==> src/rtl/pipe_control_unit_if.sv <==
// ID-stage inputs and pipelined control outputs of the MIPS main control unit.
// The slave modport is the control unit; master is the IF/ID + datapath side.
interface pipe_control_unit_if #(
   parameter int unsigned OPW    = 6,
   parameter int unsigned REGW   = 5,
   parameter int unsigned ALUOPW = 4
);
   logic              id_valid;
   logic [OPW-1:0]    id_opcode;
   logic [REGW-1:0]   id_rs;
   logic [REGW-1:0]   id_rt;
   logic [REGW-1:0]   id_rd;
   logic              ex_branch_taken;
   logic              stall;
   logic              flush;
   logic [1:0]        id_jump;
   logic              id_illegal;
   logic              ex_alusrc;
   logic [ALUOPW-1:0] ex_aluop;
   logic              ex_branch;
   logic [REGW-1:0]   ex_dst;
   logic [1:0]        ex_memread;
   logic [1:0]        ex_memwrite;
   logic [1:0]        mem_memread;
   logic [1:0]        mem_memwrite;
   logic              mem_regwrite;
   logic [REGW-1:0]   mem_dst;
   logic              wb_regwrite;
   logic              wb_memtoreg;
   logic [REGW-1:0]   wb_dst;

   modport master (
      output id_valid, id_opcode, id_rs, id_rt, id_rd, ex_branch_taken,
      input  stall, flush, id_jump, id_illegal, ex_alusrc, ex_aluop, ex_branch, ex_dst,
      input  ex_memread, ex_memwrite, mem_memread, mem_memwrite, mem_regwrite, mem_dst,
      input  wb_regwrite, wb_memtoreg, wb_dst
   );

   modport slave (
      input  id_valid, id_opcode, id_rs, id_rt, id_rd, ex_branch_taken,
      output stall, flush, id_jump, id_illegal, ex_alusrc, ex_aluop, ex_branch, ex_dst,
      output ex_memread, ex_memwrite, mem_memread, mem_memwrite, mem_regwrite, mem_dst,
      output wb_regwrite, wb_memtoreg, wb_dst
   );
endinterface

==> src/rtl/pipe_control_unit.sv <==
// Pipelined MIPS main control: ID decode, load-use stall, branch/jump flush,
// and the ID/EX, EX/MEM, MEM/WB control registers.
module pipe_control_unit #(
   parameter int unsigned OPW      = 6,
   parameter int unsigned REGW     = 5,
   parameter int unsigned ALUOPW   = 4,
   parameter int unsigned LINK_REG = 31
) (
   input logic               clk,
   input logic               reset,
   pipe_control_unit_if.slave bus
);
   typedef struct packed {
      logic [ALUOPW-1:0] aluop;
      logic              alusrc;
      logic              branch;
      logic [1:0]        memread;
      logic [1:0]        memwrite;
      logic              memtoreg;
      logic              regwrite;
      logic [REGW-1:0]   dst;
   } ex_ctrl_t;

   typedef struct packed {
      logic [1:0]      memread;
      logic [1:0]      memwrite;
      logic            memtoreg;
      logic            regwrite;
      logic [REGW-1:0] dst;
   } mem_ctrl_t;

   typedef struct packed {
      logic            memtoreg;
      logic            regwrite;
      logic [REGW-1:0] dst;
   } wb_ctrl_t;

   ex_ctrl_t  dec, ex_d, ex_q;
   mem_ctrl_t mem_d, mem_q;
   wb_ctrl_t  wb_d, wb_q;
   logic [1:0] jump;
   logic illegal, use_rs, use_rt, branch_taken, load_use, stall;

   always_comb begin
      dec     = '0;
      jump    = 2'b00;
      illegal = 1'b0;
      use_rs  = 1'b1;
      use_rt  = 1'b0;
      case (bus.id_opcode)
         6'b000000: begin dec.regwrite = 1'b1; dec.dst = bus.id_rd; use_rt = 1'b1; end
         6'b100011, 6'b100000, 6'b100001: begin
            dec.aluop    = ALUOPW'(4'b0100);
            dec.alusrc   = 1'b1;
            dec.memtoreg = 1'b1;
            dec.regwrite = 1'b1;
            dec.dst      = bus.id_rt;
            dec.memread  = (bus.id_opcode == 6'b100011) ? 2'b01 :
                           (bus.id_opcode == 6'b100000) ? 2'b10 : 2'b11;
         end
         6'b101011, 6'b101000, 6'b101001: begin
            dec.aluop    = ALUOPW'(4'b0100);
            dec.alusrc   = 1'b1;
            use_rt       = 1'b1;
            dec.memwrite = (bus.id_opcode == 6'b101011) ? 2'b01 :
                           (bus.id_opcode == 6'b101000) ? 2'b10 : 2'b11;
         end
         6'b001000, 6'b001010, 6'b001111, 6'b001100, 6'b001101: begin
            dec.alusrc   = 1'b1;
            dec.regwrite = 1'b1;
            dec.dst      = bus.id_rt;
            case (bus.id_opcode)
               6'b001010: dec.aluop = ALUOPW'(4'b0010);
               6'b001111: begin dec.aluop = ALUOPW'(4'b0001); use_rs = 1'b0; end
               6'b001100: dec.aluop = ALUOPW'(4'b1100);
               6'b001101: dec.aluop = ALUOPW'(4'b1110);
               default:   dec.aluop = ALUOPW'(4'b0100);
            endcase
         end
         6'b000100: begin dec.aluop = ALUOPW'(4'b0101); dec.branch = 1'b1; use_rt = 1'b1; end
         6'b000101: begin dec.aluop = ALUOPW'(4'b0111); dec.branch = 1'b1; use_rt = 1'b1; end
         6'b000111: begin dec.aluop = ALUOPW'(4'b1111); dec.branch = 1'b1; end
         6'b000010: begin jump = 2'b01; use_rs = 1'b0; end
         6'b000011: begin
            jump         = 2'b10;
            use_rs       = 1'b0;
            dec.regwrite = 1'b1;
            dec.dst      = REGW'(LINK_REG);
         end
         6'b011000: jump = 2'b11;
         default:   illegal = 1'b1;
      endcase
      if (!bus.id_valid) begin
         dec     = '0;
         jump    = 2'b00;
         illegal = 1'b0;
      end
   end

   // A taken branch squashes ID outright, so it overrides any load-use stall.
   always_comb begin
      branch_taken = ex_q.branch & bus.ex_branch_taken;
      load_use     = bus.id_valid & (|ex_q.memread) & (|ex_q.dst) &
                     ((use_rs & (ex_q.dst == bus.id_rs)) | (use_rt & (ex_q.dst == bus.id_rt)));
      stall        = load_use & ~branch_taken;
      ex_d         = (stall | branch_taken) ? '0 : dec;
      mem_d        = '{memread: ex_q.memread, memwrite: ex_q.memwrite,
                       memtoreg: ex_q.memtoreg, regwrite: ex_q.regwrite, dst: ex_q.dst};
      wb_d         = '{memtoreg: mem_q.memtoreg, regwrite: mem_q.regwrite, dst: mem_q.dst};
   end

   always_ff @(posedge clk or posedge reset) begin
      if (reset) begin
         ex_q  <= '0;
         mem_q <= '0;
         wb_q  <= '0;
      end else begin
         ex_q  <= ex_d;
         mem_q <= mem_d;
         wb_q  <= wb_d;
      end
   end

   assign bus.stall        = stall;
   assign bus.flush        = branch_taken | ((|jump) & ~stall);
   assign bus.id_jump      = jump;
   assign bus.id_illegal   = illegal;
   assign bus.ex_alusrc    = ex_q.alusrc;
   assign bus.ex_aluop     = ex_q.aluop;
   assign bus.ex_branch    = ex_q.branch;
   assign bus.ex_dst       = ex_q.dst;
   assign bus.ex_memread   = ex_q.memread;
   assign bus.ex_memwrite  = ex_q.memwrite;
   assign bus.mem_memread  = mem_q.memread;
   assign bus.mem_memwrite = mem_q.memwrite;
   assign bus.mem_regwrite = mem_q.regwrite;
   assign bus.mem_dst      = mem_q.dst;
   assign bus.wb_regwrite  = wb_q.regwrite;
   assign bus.wb_memtoreg  = wb_q.memtoreg;
   assign bus.wb_dst       = wb_q.dst;
endmodule

==> src/flat_wrapper.sv <==
// flat-port wrapper written by rule: the top's interface ports become plain ports
module pipe_control_unit_flat 
#(
   parameter int unsigned OPW      = 6,
   parameter int unsigned REGW     = 5,
   parameter int unsigned ALUOPW   = 4,
   parameter int unsigned LINK_REG = 31
)
  (clk, reset, bus_id_valid, bus_id_opcode, bus_id_rs, bus_id_rt, bus_id_rd, bus_ex_branch_taken, bus_stall, bus_flush, bus_id_jump, bus_id_illegal, bus_ex_alusrc, bus_ex_aluop, bus_ex_branch, bus_ex_dst, bus_ex_memread, bus_ex_memwrite, bus_mem_memread, bus_mem_memwrite, bus_mem_regwrite, bus_mem_dst, bus_wb_regwrite, bus_wb_memtoreg, bus_wb_dst);
  pipe_control_unit_if #(.OPW(OPW), .REGW(REGW), .ALUOPW(ALUOPW)) bus_i ();
  input logic clk;
  input logic reset;
  input wire logic [$bits(bus_i.id_valid)-1:0] bus_id_valid;
  input wire logic [$bits(bus_i.id_opcode)-1:0] bus_id_opcode;
  input wire logic [$bits(bus_i.id_rs)-1:0] bus_id_rs;
  input wire logic [$bits(bus_i.id_rt)-1:0] bus_id_rt;
  input wire logic [$bits(bus_i.id_rd)-1:0] bus_id_rd;
  input wire logic [$bits(bus_i.ex_branch_taken)-1:0] bus_ex_branch_taken;
  output wire logic [$bits(bus_i.stall)-1:0] bus_stall;
  output wire logic [$bits(bus_i.flush)-1:0] bus_flush;
  output wire logic [$bits(bus_i.id_jump)-1:0] bus_id_jump;
  output wire logic [$bits(bus_i.id_illegal)-1:0] bus_id_illegal;
  output wire logic [$bits(bus_i.ex_alusrc)-1:0] bus_ex_alusrc;
  output wire logic [$bits(bus_i.ex_aluop)-1:0] bus_ex_aluop;
  output wire logic [$bits(bus_i.ex_branch)-1:0] bus_ex_branch;
  output wire logic [$bits(bus_i.ex_dst)-1:0] bus_ex_dst;
  output wire logic [$bits(bus_i.ex_memread)-1:0] bus_ex_memread;
  output wire logic [$bits(bus_i.ex_memwrite)-1:0] bus_ex_memwrite;
  output wire logic [$bits(bus_i.mem_memread)-1:0] bus_mem_memread;
  output wire logic [$bits(bus_i.mem_memwrite)-1:0] bus_mem_memwrite;
  output wire logic [$bits(bus_i.mem_regwrite)-1:0] bus_mem_regwrite;
  output wire logic [$bits(bus_i.mem_dst)-1:0] bus_mem_dst;
  output wire logic [$bits(bus_i.wb_regwrite)-1:0] bus_wb_regwrite;
  output wire logic [$bits(bus_i.wb_memtoreg)-1:0] bus_wb_memtoreg;
  output wire logic [$bits(bus_i.wb_dst)-1:0] bus_wb_dst;
  assign bus_i.id_valid = bus_id_valid;
  assign bus_i.id_opcode = bus_id_opcode;
  assign bus_i.id_rs = bus_id_rs;
  assign bus_i.id_rt = bus_id_rt;
  assign bus_i.id_rd = bus_id_rd;
  assign bus_i.ex_branch_taken = bus_ex_branch_taken;
  assign bus_stall = bus_i.stall;
  assign bus_flush = bus_i.flush;
  assign bus_id_jump = bus_i.id_jump;
  assign bus_id_illegal = bus_i.id_illegal;
  assign bus_ex_alusrc = bus_i.ex_alusrc;
  assign bus_ex_aluop = bus_i.ex_aluop;
  assign bus_ex_branch = bus_i.ex_branch;
  assign bus_ex_dst = bus_i.ex_dst;
  assign bus_ex_memread = bus_i.ex_memread;
  assign bus_ex_memwrite = bus_i.ex_memwrite;
  assign bus_mem_memread = bus_i.mem_memread;
  assign bus_mem_memwrite = bus_i.mem_memwrite;
  assign bus_mem_regwrite = bus_i.mem_regwrite;
  assign bus_mem_dst = bus_i.mem_dst;
  assign bus_wb_regwrite = bus_i.wb_regwrite;
  assign bus_wb_memtoreg = bus_i.wb_memtoreg;
  assign bus_wb_dst = bus_i.wb_dst;
  pipe_control_unit #(.OPW(OPW), .REGW(REGW), .ALUOPW(ALUOPW), .LINK_REG(LINK_REG)) u_core (.clk(clk), .reset(reset), .bus(bus_i));
endmodule
==> config.mk <==
export PLATFORM = sky130hd
export DESIGN_NAME = pipe_control_unit_flat
export DESIGN_NICKNAME = d
export VERILOG_FILES = /design/src/rtl/pipe_control_unit_if.sv /design/src/rtl/pipe_control_unit.sv /design/src/flat_wrapper.sv
export SDC_FILE = /design/constraint.sdc
export NUM_CORES = 1
export LEC_CHECK = 0
export BUFFER_PORTS_ARGS = -buffer_cell sky130_fd_sc_hd__buf_4
export CAP_MARGIN = 5
export CORE_UTILIZATION = 35
export DETAILED_ROUTE_END_ITERATION = 10
export GPL_TIMING_DRIVEN = 0
export PLACE_DENSITY = 0.7
export SETUP_SLACK_MARGIN = 0.15
export SLEW_MARGIN = 10
export SYNTH_ARGS = -nofsm -noshare
export SYNTH_HDL_FRONTEND = slang
export SYNTH_SLANG_ARGS = --single-unit
==> constraint.sdc <==
create_clock -name clk -period 2.6 [get_ports clk]
set_clock_uncertainty 0.2 [all_clocks]
set_input_delay 0.52 -clock clk [delete_from_list [all_inputs] [get_ports clk]]
set_output_delay 0.52 -clock clk [all_outputs]
set_load 0.02 [all_outputs]
==> impl_metrics.prom <==
# TYPE chip_impl_metric gauge
chip_impl_info{name="outcome",value="complete, but fails checks"} 1
chip_impl_info{name="failed_checks",value="negative setup slack"} 1
chip_impl_metric{name="grt_pass1_vias",unit=""} 1384
chip_impl_info{name="crit_path_end_kind",value="primary output"} 1
chip_impl_info{name="worstSetupStartpoint",value="u_core.bus.ex_dst[2]"} 1
chip_impl_metric{name="synthToLayoutAreaGrowth",unit="%"} 42.67
chip_impl_info{name="cpLargestDelayFamily",value="simple AND/OR/NAND/NOR gates"} 1
chip_impl_metric{name="drt-total-wl",unit="um"} 3812
chip_impl_info{name="timing.hold.worst.class",value="input pin to asynchronous set/reset pin"} 1
chip_impl_metric{name="final_nets",unit=""} 273
chip_impl_metric{name="boundaryPins",unit=""} 62
chip_impl_metric{name="crit_path_max_incr_delay",unit="ns"} 0.55
chip_impl_metric{name="totalNegativeSetupSlack",unit="ns"} -0.1420
chip_impl_info{name="critical_path.startpoint_type",value="flip-flop"} 1
chip_impl_metric{name="cap_violations",unit=""} 0
chip_impl_metric{name="number_of_warnings_reported_in_the_yosys_synthesis_log",unit=""} 0
chip_impl_metric{name="clk_latency",unit="ns"} 0.28
chip_impl_metric{name="proportion_of_total_power_due_to_net_switching",unit="%"} 26.34
chip_impl_metric{name="placementRows",unit=""} 25
chip_impl_metric{name="min_period_over_period",unit="%"} 103.0
chip_impl_metric{name="clk_pin_slew",unit="ns"} 0.07
chip_impl_metric{name="clock_path_buffers",unit=""} 2
chip_impl_metric{name="grt_usage",unit="%"} 15.74
chip_impl_metric{name="share_comb_of_total_power",unit="%"} 17.1
chip_impl_metric{name="cts.sinks",unit=""} 35
chip_impl_metric{name="wire_length_of_the_first_global_routing_pass",unit="um"} 6285
chip_impl_metric{name="crit_fanout",unit=""} 2
chip_impl_metric{name="cellPowerDensity",unit="nW/um^2"} 452.6
chip_impl_metric{name="finalSetupViolCount",unit=""} 2
chip_impl_metric{name="leakage",unit="uW"} 0.001255
chip_impl_metric{name="pre_antenna_drt_iters",unit=""} 4
chip_impl_metric{name="synth_seq_cells",unit=""} 35
chip_impl_info{name="most_frequent_cells_in_the_layout",value="buf_4 (86), dfrtp_1 (33), nand2_1 (20), nor2_1 (15), xnor2_1 (9)"} 1
chip_impl_metric{name="ratio_of_cells_with_drive_above_1_in_the_final_layout",unit="%"} 47.79
chip_impl_info{name="grt_setup_unrepaired",value="true"} 1
chip_impl_metric{name="dpl-instance-area",unit="um^2"} 2305
chip_impl_metric{name="grt_antenna_before_repair",unit=""} 0
chip_impl_metric{name="die_h",unit="um"} 72.72
chip_impl_metric{name="crit_arrival",unit="ns"} 1.96
chip_impl_info{name="layout_commonest_cell",value="buf_4"} 1
chip_impl_metric{name="max-slew-margin-rel",unit="%"} 53.42
chip_impl_metric{name="htree_num_levels",unit=""} 2
chip_impl_metric{name="design.die.area",unit="um^2"} 5288
chip_impl_metric{name="place.port_buffers",unit=""} 60
chip_impl_metric{name="ir_drop",unit="mV"} 0.1995
chip_impl_metric{name="average_detailed_routed_wire_length_per_instance",unit="um"} 12.06
chip_impl_info{name="crit_path_top_delay_cell",value="or4_4"} 1
chip_impl_metric{name="globalplace.congestion",unit=""} 0.8358
chip_impl_info{name="clock-root-buffer",value="clkbuf_8"} 1
chip_impl_metric{name="ys_types",unit=""} 40
chip_impl_metric{name="post-route-drc-count",unit=""} 0
chip_impl_metric{name="crit_cells",unit=""} 6
chip_impl_metric{name="drt_iter0_markers",unit=""} 25
chip_impl_metric{name="final_max_slew_viol_count",unit=""} 0
chip_impl_info{name="cts_tree",value="done"} 1
chip_impl_metric{name="rrSetupSlack",unit="ns"} 0.29
chip_impl_metric{name="p_sw",unit="uW"} 297.8
chip_impl_metric{name="start_util",unit="%"} 36.82
chip_impl_metric{name="ff2ff_path_depth",unit=""} 7
chip_impl_metric{name="finalWorstSetupSlack",unit="ns"} -0.07711
chip_impl_metric{name="mapped_avg_cell_area",unit="um^2"} 9.946
chip_impl_metric{name="ys_seq_area_share",unit="%"} 50.04
chip_impl_info{name="worstReg2RegStart",value="u_core.bus.ex_dst[2]"} 1
chip_impl_info{name="timing.setup.critical_path_class",value="flip-flop to primary output"} 1
chip_impl_metric{name="timing.critical_path.required",unit="ns"} 1.88
chip_impl_info{name="cp_cell_sequence",value="or4_4 -> o221ai_4 -> nor4_2 -> a21o_1 -> and2_4 -> buf_6"} 1
chip_impl_metric{name="seqPwrFrac",unit="%"} 49.8
chip_impl_metric{name="placedCellCount",unit=""} 303
chip_impl_metric{name="grt.overflow.total",unit=""} 0
chip_impl_metric{name="detail_placement_hpwl",unit="um"} 2901
chip_impl_metric{name="n_antenna_cell",unit=""} 0
chip_impl_metric{name="core_area",unit="um^2"} 4755
chip_impl_metric{name="synth_fp_nets",unit=""} 201
chip_impl_metric{name="cts_inserted_buffers",unit=""} 5
chip_impl_metric{name="post_synth_instance_area",unit="um^2"} 1750
chip_impl_metric{name="transition_at_the_pin_with_the_smallest_max_transition_slack",unit="ns"} 0.6977
chip_impl_info{name="setup.worst_path.end",value="bus_stall"} 1
chip_impl_metric{name="post_layout_power",unit="uW"} 1130
chip_impl_info{name="critical_path.reg2reg.endpoint",value="u_core.bus.ex_aluop[0]"} 1
chip_impl_metric{name="final_area",unit="um^2"} 2497
chip_impl_metric{name="grt_start_max_net_pins",unit=""} 36
chip_impl_metric{name="final_period_minus_worst_setup_slack",unit="ns"} 2.677
chip_impl_metric{name="via_per_inst",unit=""} 4.563
chip_impl_metric{name="buffering_stage_count_on_the_worst_path_with_inverters_included",unit=""} 1
chip_impl_metric{name="p_clk_share",unit="%"} 33.1
chip_impl_metric{name="layout.cells.non_filler",unit=""} 316
chip_impl_metric{name="synthesis.instances",unit=""} 176
chip_impl_metric{name="max_freq",unit="MHz"} 373.5
chip_impl_metric{name="p_int",unit="uW"} 832.6
chip_impl_metric{name="routed-via-count",unit=""} 1442
chip_impl_metric{name="timing_hold_violations_final",unit=""} 0
chip_impl_metric{name="floorplan.die.width",unit="um"} 72.72
chip_impl_metric{name="ant_nets",unit=""} 0
[power groups by stage]
stage,Sequential (uW),Clock (uW),Combinational [uW]
after floorplan,578,0,103
after global placement,573,0,180
after detailed placement,574,0,181
after CTS,563,390,189
after global routing,563,421,212
final,563,374,194
[per-layer routing]
layer	track usage (%)	vias to the layer above	wire length, um
li1	-	724	-
met1	20.74	659	1751
met2	24.82	55	1820
met3	3.177	4	195
met4	7.625	0	45
met5	0	-	0
[registers in the layout, summed over array words and instances (netlist names), 2 cells and up]
name                     count
u_core.bus.ex_dst            5
u_core.bus.mem_dst           5
u_core.bus.wb_dst            5
u_core.bus.ex_aluop          4
u_core.bus.ex_memread        2
u_core.bus.ex_memwrite       2
u_core.bus.mem_memread       2
u_core.bus.mem_memwrite      2
u_core.ex_q                  2
[cells in the mapped netlist, drive strengths merged]
cell / n / area [um^2]
and4: 1 / 8.760
nand3b: 2 / 15.01
inv: 1 / 3.750
nor4b: 1 / 8.760
o21ai: 5 / 25.02
o221ai: 1 / 15.01
nand3: 6 / 30.03
mux2: 1 / 11.26
or3b: 1 / 8.760
nand4: 1 / 6.260
nor2: 15 / 56.30
nor2b: 6 / 37.54
mux2i: 1 / 10.01
or4: 1 / 7.510
clkbuf: 5 / 18.77
and3: 1 / 6.260
nor4: 6 / 37.54
and2: 1 / 6.260
o211ai: 1 / 7.510
a211o: 1 / 8.760
nor3b: 1 / 7.510
and3b: 1 / 8.760
a21oi: 5 / 28.78
nand2b: 4 / 25.02
a211oi: 1 / 7.510
nand2: 20 / 75.07
xor2: 1 / 8.760
or4b: 1 / 10.01
dfrtp: 35 / 875.8
buf: 26 / 196.4
a22oi: 5 / 37.54
xnor2: 9 / 78.83
nor3: 6 / 41.29
a21o: 1 / 7.510
a31oi: 2 / 12.51
[worst register-to-register path, stage by stage, from the launching register on]
cell and delay (ns):
dfrtp_2 0.42, or4_4 0.55, o221ai_4 0.18, nor4_2 0.07, buf_4 0.15, a211o_1 0.23, buf_6 0.14, nor4_1 0.27
[what timing repair did]
item | in CTS | in global routing
hold buffers | 0 | 0
setup buffers | 4 | 1
pin swaps | 4 | 2
gates resized for setup | 9 | 12
setup endpoints to repair | 3 | 7
hold endpoints to repair | 0 | 0
[cells by family after synthesis]
family                 Yosys count  synth area share, %
AND/OR/NAND/NOR                 75                22.66
flip-flops                      35                50.04
buffers and inverters           32                12.51
AO/OA/AOI/OAI                   22                8.578
XOR/XNOR                        10                5.004
multiplexers                     2                1.215
[metrics by stage]
step / hold WS (ns) / utilization, % / setup WS [ns]
floorplan: 0.1312 / - / 0.1131
global placement: 0.1335 / 48.47 / -0.2929
global route: 0.1534 / 52.53 / -0.1522
finish: 0.1485 / 52.53 / -0.07711
detailed placement: 0.1347 / 48.47 / -0.3127
CTS: 0.1506 / 51.82 / -0.1208
[cell type report]
| cell class | instances | area (um^2) |
|---|---|---|
| Fill cell | 455 | 2257 |
| Sequential cell | 35 | 878.3 |
| Multi-Input combinational cell | 109 | 721.9 |
| Timing Repair Buffer | 65 | 495.5 |
| Buffer | 31 | 225.2 |
| Tap cell | 67 | 83.83 |
| Clock buffer | 5 | 68.82 |
| Clock inverter | 3 | 20.02 |
| Inverter | 1 | 3.754 |
[worst min path at each step]
stage | start | to | depth (start not counted)
floorplan | u_core.ex_q[5] | u_core.bus.mem_regwrite | 0
global placement | u_core.ex_q[5] | u_core.bus.mem_regwrite | 0
detailed placement | u_core.ex_q[5] | u_core.bus.mem_regwrite | 0
CTS | u_core.ex_q[5] | u_core.bus.mem_regwrite | 0
global route | u_core.mem_q[6] | u_core.bus.wb_memtoreg | 0
finish | reset | u_core.bus.ex_aluop[1] | 2
Note: power is estimated with default switching activity, not from simulation.
